--- src/rtl/ac97_pkg.sv ---
// Shared types and constants for the AC97 command scheduler.
// Holds the FSM state encoding, codec register indices and the power-up init table.
package ac97_pkg;

  typedef enum logic [1:0] {
    ST_INIT    = 2'd0,
    ST_IDLE    = 2'd1,
    ST_PEND    = 2'd2,
    ST_WAIT_RD = 2'd3
  } state_t;

  localparam logic [6:0] REG_MASTER_VOL = 7'h02;
  localparam logic [6:0] REG_HP_VOL     = 7'h04;
  localparam logic [6:0] REG_PCM_VOL    = 7'h18;
  localparam logic [6:0] REG_LINE_IN    = 7'h10;
  localparam logic [6:0] REG_REC_SEL    = 7'h1A;
  localparam logic [6:0] REG_REC_GAIN   = 7'h1C;

  localparam int CMD_READ_BIT = 7;
  localparam int INIT_ENTRIES = 6;
  localparam int INIT_IDX_W   = 3;

  // Entry 0 is the rightmost element; each entry is {cmd_addr, cmd_data}.
  localparam logic [INIT_ENTRIES-1:0][23:0] INIT_TABLE = {
    {1'b0, REG_REC_GAIN,   16'h0000},
    {1'b0, REG_REC_SEL,    16'h0000},
    {1'b0, REG_LINE_IN,    16'h0808},
    {1'b0, REG_PCM_VOL,    16'h0808},
    {1'b0, REG_HP_VOL,     16'h0808},
    {1'b0, REG_MASTER_VOL, 16'h0808}
  };

  // Same attenuation on both channels of the master volume register.
  function automatic logic [15:0] vol_cmd_data(input logic [4:0] lvl);
    return {3'b000, lvl, 3'b000, lvl};
  endfunction

endpackage

--- src/rtl/ac97_init_rom.sv ---
// Combinational lookup of the codec initialisation table.
// Indices past the table length return an all-zero entry.
module ac97_init_rom
  import ac97_pkg::*;
#(
  parameter int INIT_LEN = 6
) (
  input  logic [INIT_IDX_W-1:0] i_idx,
  output logic [23:0]           o_entry
);

  always_comb begin
    o_entry = '0;
    if (int'(i_idx) < INIT_LEN) o_entry = INIT_TABLE[i_idx];
  end

endmodule

--- src/rtl/ac97_cmd_scheduler.sv ---
// AC97 slot 1/2 command scheduler: codec init, host/volume arbitration and read matching.
// state      | meaning
// ST_INIT    | playing the init table, one entry per frame
// ST_IDLE    | waiting for a host or volume request
// ST_PEND    | command loaded, waiting for its issuing frame_start
// ST_WAIT_RD | host read issued, waiting for status match or timeout
module ac97_cmd_scheduler
  import ac97_pkg::*;
#(
  parameter int INIT_LEN     = 6,
  parameter int READ_TIMEOUT = 4
) (
  input  logic        clock,
  input  logic        reset_b,
  input  logic        frame_start,
  input  logic        host_req,
  input  logic        host_rw,
  input  logic [6:0]  host_addr,
  input  logic [15:0] host_wdata,
  output logic        host_ack,
  output logic [15:0] host_rdata,
  output logic        host_err,
  input  logic        vol_req,
  input  logic [4:0]  vol_level,
  output logic        vol_ack,
  input  logic        status_valid,
  input  logic [6:0]  status_addr,
  input  logic [15:0] status_data,
  output logic        cmd_valid,
  output logic [7:0]  cmd_addr,
  output logic [15:0] cmd_data,
  output logic        init_done
);

  localparam int TW = $clog2(READ_TIMEOUT + 1);

  state_t                r_state, w_state_next;
  logic [INIT_IDX_W-1:0] r_init_idx;
  logic [TW-1:0]         r_to_cnt;
  logic [TW-1:0]         w_to_next;
  logic                  r_rr_host;
  logic                  r_grant_vol;
  logic                  r_grant_rd;
  logic [23:0]           w_rom_entry;

  logic w_host_ok, w_vol_ok, w_pick_vol;
  logic w_init_load, w_init_issue, w_init_last;
  logic w_idle_load, w_pend_issue, w_rd_match, w_rd_timeout;

  logic        w_cmd_valid_d, w_host_ack_d, w_vol_ack_d, w_host_err_d;
  logic [7:0]  w_cmd_addr_d;
  logic [15:0] w_cmd_data_d, w_host_rdata_d;

  ac97_init_rom #(.INIT_LEN(INIT_LEN)) u_rom (
    .i_idx   (r_init_idx),
    .o_entry (w_rom_entry)
  );

  // A requester still holding req during its ack cycle must not be granted again.
  assign w_host_ok    = host_req & ~host_ack;
  assign w_vol_ok     = vol_req & ~vol_ack;
  assign w_pick_vol   = w_vol_ok & (~w_host_ok | ~r_rr_host);

  assign w_init_last  = (r_init_idx == INIT_IDX_W'(INIT_LEN - 1));
  assign w_init_load  = (r_state == ST_INIT) & ~frame_start & ~cmd_valid;
  assign w_init_issue = (r_state == ST_INIT) & frame_start & cmd_valid;
  assign w_idle_load  = (r_state == ST_IDLE) & ~frame_start & (w_host_ok | w_vol_ok);
  assign w_pend_issue = (r_state == ST_PEND) & frame_start;
  assign w_to_next    = r_to_cnt + TW'(1);
  assign w_rd_match   = (r_state == ST_WAIT_RD) & status_valid & (status_addr == host_addr);
  assign w_rd_timeout = (r_state == ST_WAIT_RD) & ~w_rd_match & frame_start &
                        (w_to_next == TW'(READ_TIMEOUT));

  always_ff @(posedge clock or negedge reset_b) begin
    if (!reset_b) r_state <= ST_INIT;
    else          r_state <= w_state_next;
  end

  always_comb begin
    w_state_next = r_state;
    case (r_state)
      ST_INIT:    if (w_init_issue && w_init_last) w_state_next = ST_IDLE;
      ST_IDLE:    if (w_idle_load) w_state_next = ST_PEND;
      ST_PEND:    if (frame_start) w_state_next = r_grant_rd ? ST_WAIT_RD : ST_IDLE;
      ST_WAIT_RD: if (w_rd_match || w_rd_timeout) w_state_next = ST_IDLE;
      default:    w_state_next = ST_INIT;
    endcase
  end

  always_comb begin
    w_cmd_valid_d  = cmd_valid;
    w_cmd_addr_d   = cmd_addr;
    w_cmd_data_d   = cmd_data;
    w_host_ack_d   = 1'b0;
    w_vol_ack_d    = 1'b0;
    w_host_rdata_d = host_rdata;
    w_host_err_d   = host_err;
    if (w_init_load) begin
      w_cmd_valid_d = 1'b1;
      w_cmd_addr_d  = w_rom_entry[23:16];
      w_cmd_data_d  = w_rom_entry[15:0];
    end
    if (w_init_issue) w_cmd_valid_d = 1'b0;
    if (w_idle_load) begin
      w_cmd_valid_d = 1'b1;
      if (w_pick_vol) begin
        w_cmd_addr_d = {1'b0, REG_MASTER_VOL};
        w_cmd_data_d = vol_cmd_data(vol_level);
      end else begin
        w_cmd_addr_d               = {1'b0, host_addr};
        w_cmd_addr_d[CMD_READ_BIT] = host_rw;
        w_cmd_data_d               = host_rw ? 16'h0000 : host_wdata;
      end
    end
    if (w_pend_issue) begin
      w_cmd_valid_d = 1'b0;
      if (r_grant_vol) begin
        w_vol_ack_d = 1'b1;
      end else if (!r_grant_rd) begin
        w_host_ack_d = 1'b1;
        w_host_err_d = 1'b0;
      end
    end
    if (w_rd_match) begin
      w_host_ack_d   = 1'b1;
      w_host_rdata_d = status_data;
      w_host_err_d   = 1'b0;
    end else if (w_rd_timeout) begin
      w_host_ack_d   = 1'b1;
      w_host_rdata_d = 16'h0000;
      w_host_err_d   = 1'b1;
    end
  end

  always_ff @(posedge clock or negedge reset_b) begin
    if (!reset_b) begin
      cmd_valid   <= 1'b0;
      cmd_addr    <= '0;
      cmd_data    <= '0;
      host_ack    <= 1'b0;
      vol_ack     <= 1'b0;
      host_rdata  <= '0;
      host_err    <= 1'b0;
      init_done   <= 1'b0;
      r_init_idx  <= '0;
      r_to_cnt    <= '0;
      r_rr_host   <= 1'b1;
      r_grant_vol <= 1'b0;
      r_grant_rd  <= 1'b0;
    end else begin
      cmd_valid  <= w_cmd_valid_d;
      cmd_addr   <= w_cmd_addr_d;
      cmd_data   <= w_cmd_data_d;
      host_ack   <= w_host_ack_d;
      vol_ack    <= w_vol_ack_d;
      host_rdata <= w_host_rdata_d;
      host_err   <= w_host_err_d;
      if (w_init_issue) r_init_idx <= r_init_idx + INIT_IDX_W'(1);
      if (w_init_issue && w_init_last) init_done <= 1'b1;
      // Priority goes to whichever side lost this grant.
      if (w_idle_load) begin
        r_rr_host   <= w_pick_vol;
        r_grant_vol <= w_pick_vol;
        r_grant_rd  <= ~w_pick_vol & host_rw;
      end
      if (w_pend_issue) r_to_cnt <= '0;
      else if (r_state == ST_WAIT_RD && frame_start) r_to_cnt <= w_to_next;
    end
  end

endmodule

--- config.mk ---
export PLATFORM = sky130hd
export DESIGN_NAME = ac97_cmd_scheduler
export DESIGN_NICKNAME = d
export VERILOG_FILES = /design/src/rtl/ac97_pkg.sv /design/src/rtl/ac97_init_rom.sv /design/src/rtl/ac97_cmd_scheduler.sv
export SDC_FILE = /design/constraint.sdc
export NUM_CORES = 1
export LEC_CHECK = 0
export CAP_MARGIN = 5
export CORE_MARGIN = 2
export CORE_UTILIZATION = 30
export CTS_CLUSTER_SIZE = 12
export DETAILED_ROUTE_END_ITERATION = 6
export GPL_ROUTABILITY_DRIVEN = 1
export SETUP_SLACK_MARGIN = 0.15
export SYNTH_ARGS = -nofsm -noshare
export SYNTH_HDL_FRONTEND = slang
export SYNTH_HIERARCHICAL = 1
export SYNTH_SLANG_ARGS = --single-unit
export TNS_END_PERCENT = 10
--- constraint.sdc ---
create_clock -name clock -period 4.7 [get_ports clock]
set_clock_uncertainty 0.1 [all_clocks]
set_input_delay 0.47 -clock clock [delete_from_list [all_inputs] [get_ports clock]]
set_output_delay 0.47 -clock clock [all_outputs]
set_load 0.01 [all_outputs]
==> summary.txt, run 1 <==
Yosys
  – Distinct cell type count after synthesis: 34
  – Seq cells post-synth: 56
  – Synth top area share: 48.9%
  – Sequential element share of the synthesized area: 49.8%
  – Synthesized cell area: 0.00282 mm^2
  – Syn_area_per_cell: 9.84 um^2
  – Async SR Flop Fraction: 100%
  – Area leader, netlist: dfrtp_1
  – Top_reg_cell synth: dfrtp_1
  – Post-synth EDFFs: 0
  – Synth top area cells: dfrtp_1 (49%), nand2_1 (7.9%), a31oi_1 (5.3%)
  – Synth Instances: 286
  – Ys Warns: 6

Layout
  – Share of cells above drive strength 1: 3.95%
  – Antenna Diode Count: 0
  – Commonest non-fill, non-tap cells in the layout: clkdlybuf4s50_1 (101), nand2_1 (59), dfrtp_1 (55)
  – Final layout net count: 447
  – Commonest non-fill, non-tap cell in the layout: clkdlybuf4s50_1
  – Layout area overhead: 39.6%

Pwr
  – Int Power: 0.00123 W
  – Peak supply drop: 0.255 mV
  – Leakage: 1.71 nW
  – Clock network fraction of design power: 14.0%
  – Comb pwr share: 45.4%
  – Pwr dens: 497 mW/mm^2
  – P_sw: 0.000719 W
  – Part of the power in registers: 40.6%
  – Sw Share: 36.8%

Routing
  – Initial DRC Count: 100
  – Antenna-violating nets left: 0
  – Vias: 2355
  – WL final: 7360 um
  – Via density: 4.80
  – Average wire per cell in the routed design: 15.0 um
  – Drt pass-1 iters: 4
  – DR DRC count: 0

Worst setup path
  – Worst reg-to-reg path cell count: 5
  – Crit Path Max Fanout: 16
  – WP data arrival: 2.66 ns
  – Critical path required time: 4.77 ns
  – Cell family with the largest share of critical-path delay: compound AO/OA/AOI/OAI gates
  – RR Endpoint: cmd_data[0]
  – Largest stage delay on the critical path: 0.71 ns
  – Worst Setup Path Type: in2reg
  – Slowest stage cell, crit path: a21oi_1
  – R2r startpoint: vol_ack
  – CP startpoint kind: primary input
  – CP Capture Type: flop
  – CP Launch Point: vol_req
  – Worst R2R Setup Slack: 2.26 ns
  – WP buf/inv: 1
  – Crit-path cells: clkdlybuf4s50_1 -> nand2b_1 -> a21oi_1 -> nor2_1 -> a221oi_1 -> a31oi_1

Placed design
  – IO buf count: 102
  – Detailed Place HPWL: 5230 um
  – GPL Wtd Cong: 0.791

Clocking
  – Worst-path clk slew: 0.11 ns
  – Root buffer cell: clkbuf_8
  – Worst skew pair latency: 0.31 ns
  – CTS Buf Count: 5
  – CTS tree: done
  – Post-CTS Repair Setup Buffers: 0
  – Hold_buf cts: 0
  – H-tree Lvls: 2
  – CTS resizes: 0
  – Max clock buf depth: 2
  – TritonCTS Sinks: 56

Floorplan
  – Row count: 35
  – Die area: 0.0102 mm^2
  – Initial Utilization: 30.8%
  – Core footprint: 0.00915 mm^2
  – Die Ht: 101 um
  – IO Count: 103
  – DIE WIDTH: 101 um

Timing
  – Fin crit period: 2.59 ns
  – FMAX: 386 MHz
  – RSZ-0062 raised after global routing: no
  – Remaining max-slew budget at the tightest pin: 33.3%
  – Slew Viols, Final: 0
  – Final setup viols: 0
  – Hold Vio Cnt, Final: 0
  – Final Cycle Share: 55.1%
  – Worst hold margin: 0.186 ns
  – Fin Setup TNS: 0 ns
  – Worst-margin pin slew: 0.995 ns

Global routing
  – Largest net degree at the start of global routing: 57
  – Initial antenna violation count: 0
  – GR Util All Layers: 14.6%
  – Gr ovfl total: 0
  – First-pass GRT wire length: 11800 um
  – Number of global-route vias before repair: 2412

Job
  – MaxCap Viol Count: 0

Hold path
  – Hold Crit Class: in2async

Status
  – Outcome: complete, no violations
-- final cells by class --
| cell class | instances | area (um^2) |
|---|---|---|
| fill | 881 | 5220 |
| sequential | 56 | 1400 |
| tap | 111 | 139 |
| multi-input combinational | 207 | 1240 |
| inverter | 5 | 18.8 |
| clock buffer | 5 | 68.8 |
| clock inverter | 3 | 23.8 |
| timing repair buffer | 104 | 1030 |
-- power by group through the flow --
stage               Sequential (W)  Clock, W  Combinational [W]
floorplan                 0.000834         0           0.000433
global placement          0.000799         0           0.000874
detailed placement        0.000798         0           0.000892
CTS                       0.000796  0.000289           0.000895
global route              0.000820  0.000307           0.000989
finish                    0.000792  0.000274           0.000888
-- flip-flops by register name, summed over array words and instances, names as in the netlist --
signal / count
r_grant_vol: 1
cmd_data: 16
host_ack: 1
cmd_valid: 1
host_err: 1
r_rr_host: 1
r_to_cnt: 3
vol_ack: 1
cmd_addr: 8
r_grant_rd: 1
init_done: 1
r_init_idx: 3
r_state: 2
host_rdata: 16
-- logic make-up (layout without fill, tap and decap cells) --
| kind of cell | Yosys count | after routing | share of synthesized area (%) |
|---|---|---|---|
| buf+inv | 40 | 117 | 8.22 |
| other cells | 1 | 18 | 0.133 |
| simple gates | 83 | 83 | 12.7 |
| xor+xnor | 9 | 9 | 2.80 |
| flops | 56 | 56 | 49.8 |
| compound gates | 83 | 83 | 20.4 |
| mux | 4 | 4 | 1.42 |
| fa+ha+maj | 10 | 10 | 4.44 |
-- per-stage QoR --
stage                     util (%)  area (um^2)  total power, W  instances  setup slack, ns
after floorplan                  -         2880         0.00127        303             2.80
after global placement        41.9         3840         0.00167        483             1.68
after detailed placement      41.9         3840         0.00169        483             1.77
after CTS                     42.9         3930         0.00198        491             2.11
after global routing          42.9         3930         0.00212        491             1.82
final                         42.9         3930         0.00195        491             2.11
-- cell usage after synthesis, drive strengths merged, types with 2 or more instances --
| cell | count |
|---|---|
| mux2i | 4 |
| a22o | 16 |
| inv | 5 |
| a221oi | 11 |
| buf | 23 |
| nand3 | 5 |
| nor2b | 2 |
| nor2 | 5 |
| a31oi | 24 |
| and3 | 2 |
| ha | 10 |
| nand4 | 2 |
| nor3 | 2 |
| clkbuf | 12 |
| o21ai | 8 |
| dfrtp | 55 |
| xnor2 | 9 |
| a21oi | 17 |
| o31a | 2 |
| a21o | 3 |
| nand2b | 3 |
| nand2 | 59 |
-- how the worst max path moves through the flow --
stage | end | slack, ns | cells past startpoint
2_1_floorplan | r_state[0] | 2.80 | 6
3_3_place_gp | cmd_data[1] | 1.68 | 6
3_5_place_dp | cmd_data[8] | 1.77 | 6
4_1_cts | cmd_data[0] | 2.11 | 6
5_1_grt | cmd_data[4] | 1.82 | 6
6_report | cmd_data[0] | 2.11 | 6
-- metal layers --
metal | GRT usage (%) | vias up | part of all wire (%)
met4 | 3.79 | 0 | 0.69
met3 | 4.09 | 6 | 6.6
met2 | 22.7 | 90 | 46
li1 | - | 1165 | -
met5 | 0 | - | 0
met1 | 20.1 | 1094 | 47
Power figures use the tool's default switching activity.
==> run 2: changes to the inputs <==
==> constraint.sdc (replaced) <==
create_clock -name clock -period 2.5 [get_ports clock]
set_clock_uncertainty 0.1 [all_clocks]
set_input_delay 0.25 -clock clock [delete_from_list [all_inputs] [get_ports clock]]
set_output_delay 0.25 -clock clock [all_outputs]
set_load 0.01 [all_outputs]
==> run 2 against run 1 <==
  * Via count grew 3.4%
  * Die area unchanged
  * Utilization rose by 1.1 points
  * Power grew 92%
  * Clock power increased by 97%
==> summary.txt, run 2 (synthesis gave the netlist of run 1 again) <==
Pwr
  – Pwr dens: 929 mW/mm^2
  – Comb pwr share: 46.0%
  – P_sw: 0.00133 W
  – Part of the power in registers: 39.6%
  – Clock network fraction of design power: 14.4%
  – Peak supply drop: 0.391 mV
  – Int Power: 0.00242 W
  – Leakage: 1.77 nW
  – Sw Share: 35.5%

Worst setup path
  – RR Endpoint: cmd_data[0]
  – CP Capture Type: flop
  – WP data arrival: 2.27 ns
  – Crit-path cells: clkdlybuf4s50_1 -> nor2b_1 -> a21oi_1 -> nor2_1 -> a221oi_1 -> a31oi_1
  – Crit Path Max Fanout: 16
  – Worst reg-to-reg path cell count: 5
  – Worst R2R Setup Slack: 0.38 ns
  – CP startpoint kind: primary input
  – Worst Setup Path Type: in2reg
  – R2r startpoint: host_ack
  – Worst Setup EP: cmd_data[0]
  – Critical path required time: 2.62 ns
  – Slowest stage cell, crit path: nor2_1
  – CP Launch Point: host_req
  – Largest stage delay on the critical path: 0.80 ns

Layout
  – Fin area: 0.00403 mm^2
  – Layout area overhead: 43.2%
  – Largest regs: cmd_data (16), host_rdata (16), cmd_addr (8)
  – Commonest non-fill, non-tap cells in the layout: clkdlybuf4s50_1 (101), nand2_1 (59), dfrtp_1 (55)
  – Filler Cell Count: 906
  – Footprint of the multi-input gates: 0.00124 mm^2
  – Register area: 0.00140 mm^2
  – Final layout net count: 456
  – Share of cells above drive strength 1: 5.66%
  – Antenna Diode Count: 0
  – Commonest non-fill, non-tap cell in the layout: clkdlybuf4s50_1
  – Fin cells: 500

Timing
  – Setup ws final: 0.357 ns
  – Worst hold margin: 0.398 ns
  – Final Cycle Share: 85.7%
  – Fin crit period: 2.14 ns
  – Fin Setup TNS: 0 ns
  – Hold Vio Cnt, Final: 0
  – RSZ-0062 raised after global routing: no
  – Remaining max-slew budget at the tightest pin: 30.4%
  – Slew Viols, Final: 0
  – Worst-margin pin slew: 1.04 ns
  – Final setup viols: 0
  – FMAX: 467 MHz

Clocking
  – CTS Buf Count: 5
  – H-tree Lvls: 2
  – Root buffer cell: clkbuf_8
  – Worst skew pair latency: 0.31 ns
  – CTS tree: done
  – Worst-path clk slew: 0.10 ns
  – TritonCTS Sinks: 56
  – Max clock buf depth: 2
  – Post-CTS Repair Setup Buffers: 0

Placed design
  – DP Area: 0.00392 mm^2
  – DP Worst Slack: 0.0629 ns
  – Placed Cells: 491
  – IO buf count: 102
  – Detailed Place HPWL: 5560 um
  – GPL Wtd Cong: 0.750

Routing
  – Via density: 4.87
  – DR DRC count: 0
  – Initial DRC Count: 61
  – Antenna-violating nets left: 0
  – Average wire per cell in the routed design: 14.8 um
  – WL final: 7410 um
  – Vias: 2434
  – Drt pass-1 iters: 5

Floorplan
  – DIE WIDTH: 101 um
  – Die Ht: 101 um
  – Core footprint: 0.00915 mm^2
  – Die area: 0.0102 mm^2
  – Initial Utilization: 30.8%
  – IO Count: 103
  – Row count: 35

Job
  – MaxCap Viol Count: 0

Global routing
  – Gr ovfl total: 0
  – Number of global-route vias before repair: 2537
  – First-pass GRT wire length: 12200 um
  – GR Util All Layers: 14.9%
  – Largest net degree at the start of global routing: 34
  – Initial antenna violation count: 0

Status
  – Outcome: complete, no violations

Hold path
  – Hold Crit Class: reg2reg
[run 2: cell count changes in the layout (fill, tap and decap cells not counted), sizes merged]
cell,before,now
buf,3,11
clkbuf,5,8
clkinv,1,0
clkinvlp,2,0
dlygate4sd3,0,1
[run 2: cell type report]
cell class	count	area share (%)
sequential	56	34.8
multi-input combinational	207	30.9
timing repair buffer	113	27.9
tap	111	3.45
clock buffer	8	2.48
inverter	5	0.466
[run 2: per-stage QoR]
stage | util (%) | total power, W
after floorplan | - | 0.00238
after global placement | 42.8 | 0.00319
after detailed placement | 42.8 | 0.00323
after CTS | 44.0 | 0.00379
after global routing | 44.0 | 0.00404
final | 44.0 | 0.00374
[run 2: worst min-delay path by stage]
stage | depth (start not counted) | slack (ns) | start | end
6_report | 2 | 0.40 | r_rr_host | r_rr_host
5_1_grt | 1 | 0.42 | host_rdata[2] | host_rdata[2]
4_1_cts | 2 | 0.41 | r_rr_host | r_rr_host
3_5_place_dp | 1 | 0.27 | reset_b | cmd_data[5]
3_3_place_gp | 1 | 0.26 | reset_b | cmd_data[15]
2_1_floorplan | 0 | -0.15 | reset_b | cmd_addr[0]
[run 2: timing repair]
action | 4_1_cts | 5_1_grt
hold buffers | 1 | 0
hold endpoints to repair | 30 | 0
resized for setup | 0 | 0
setup endpoints to repair | 0 | 0
[run 2: critical path: cells and delay by family]
| family | cells | cell delay (ns) |
|---|---|---|
| and+or+nand+nor | 2 | 0.97 |
| AOI/OAI and AO/OA | 3 | 0.57 |
| buffers and inverters | 1 | 0.47 |
[run 2: power groups by stage]
stage	Sequential, W	Combinational [W]	Clock (W)
final	0.00148	0.00172	0.000540
after detailed placement	0.00149	0.00174	0
after floorplan	0.00157	0.000815	0
after global placement	0.00148	0.00171	0
after CTS	0.00148	0.00175	0.000559
after global routing	0.00153	0.00190	0.000604
[run 2: routing by layer]
metal	vias to the layer above	track usage, %	routed length (um)
li1	1185	-	-
met2	73	24.8	3490
met4	0	3.37	46
met5	-	0	0
met3	5	4.58	535
met1	1171	19.2	3340
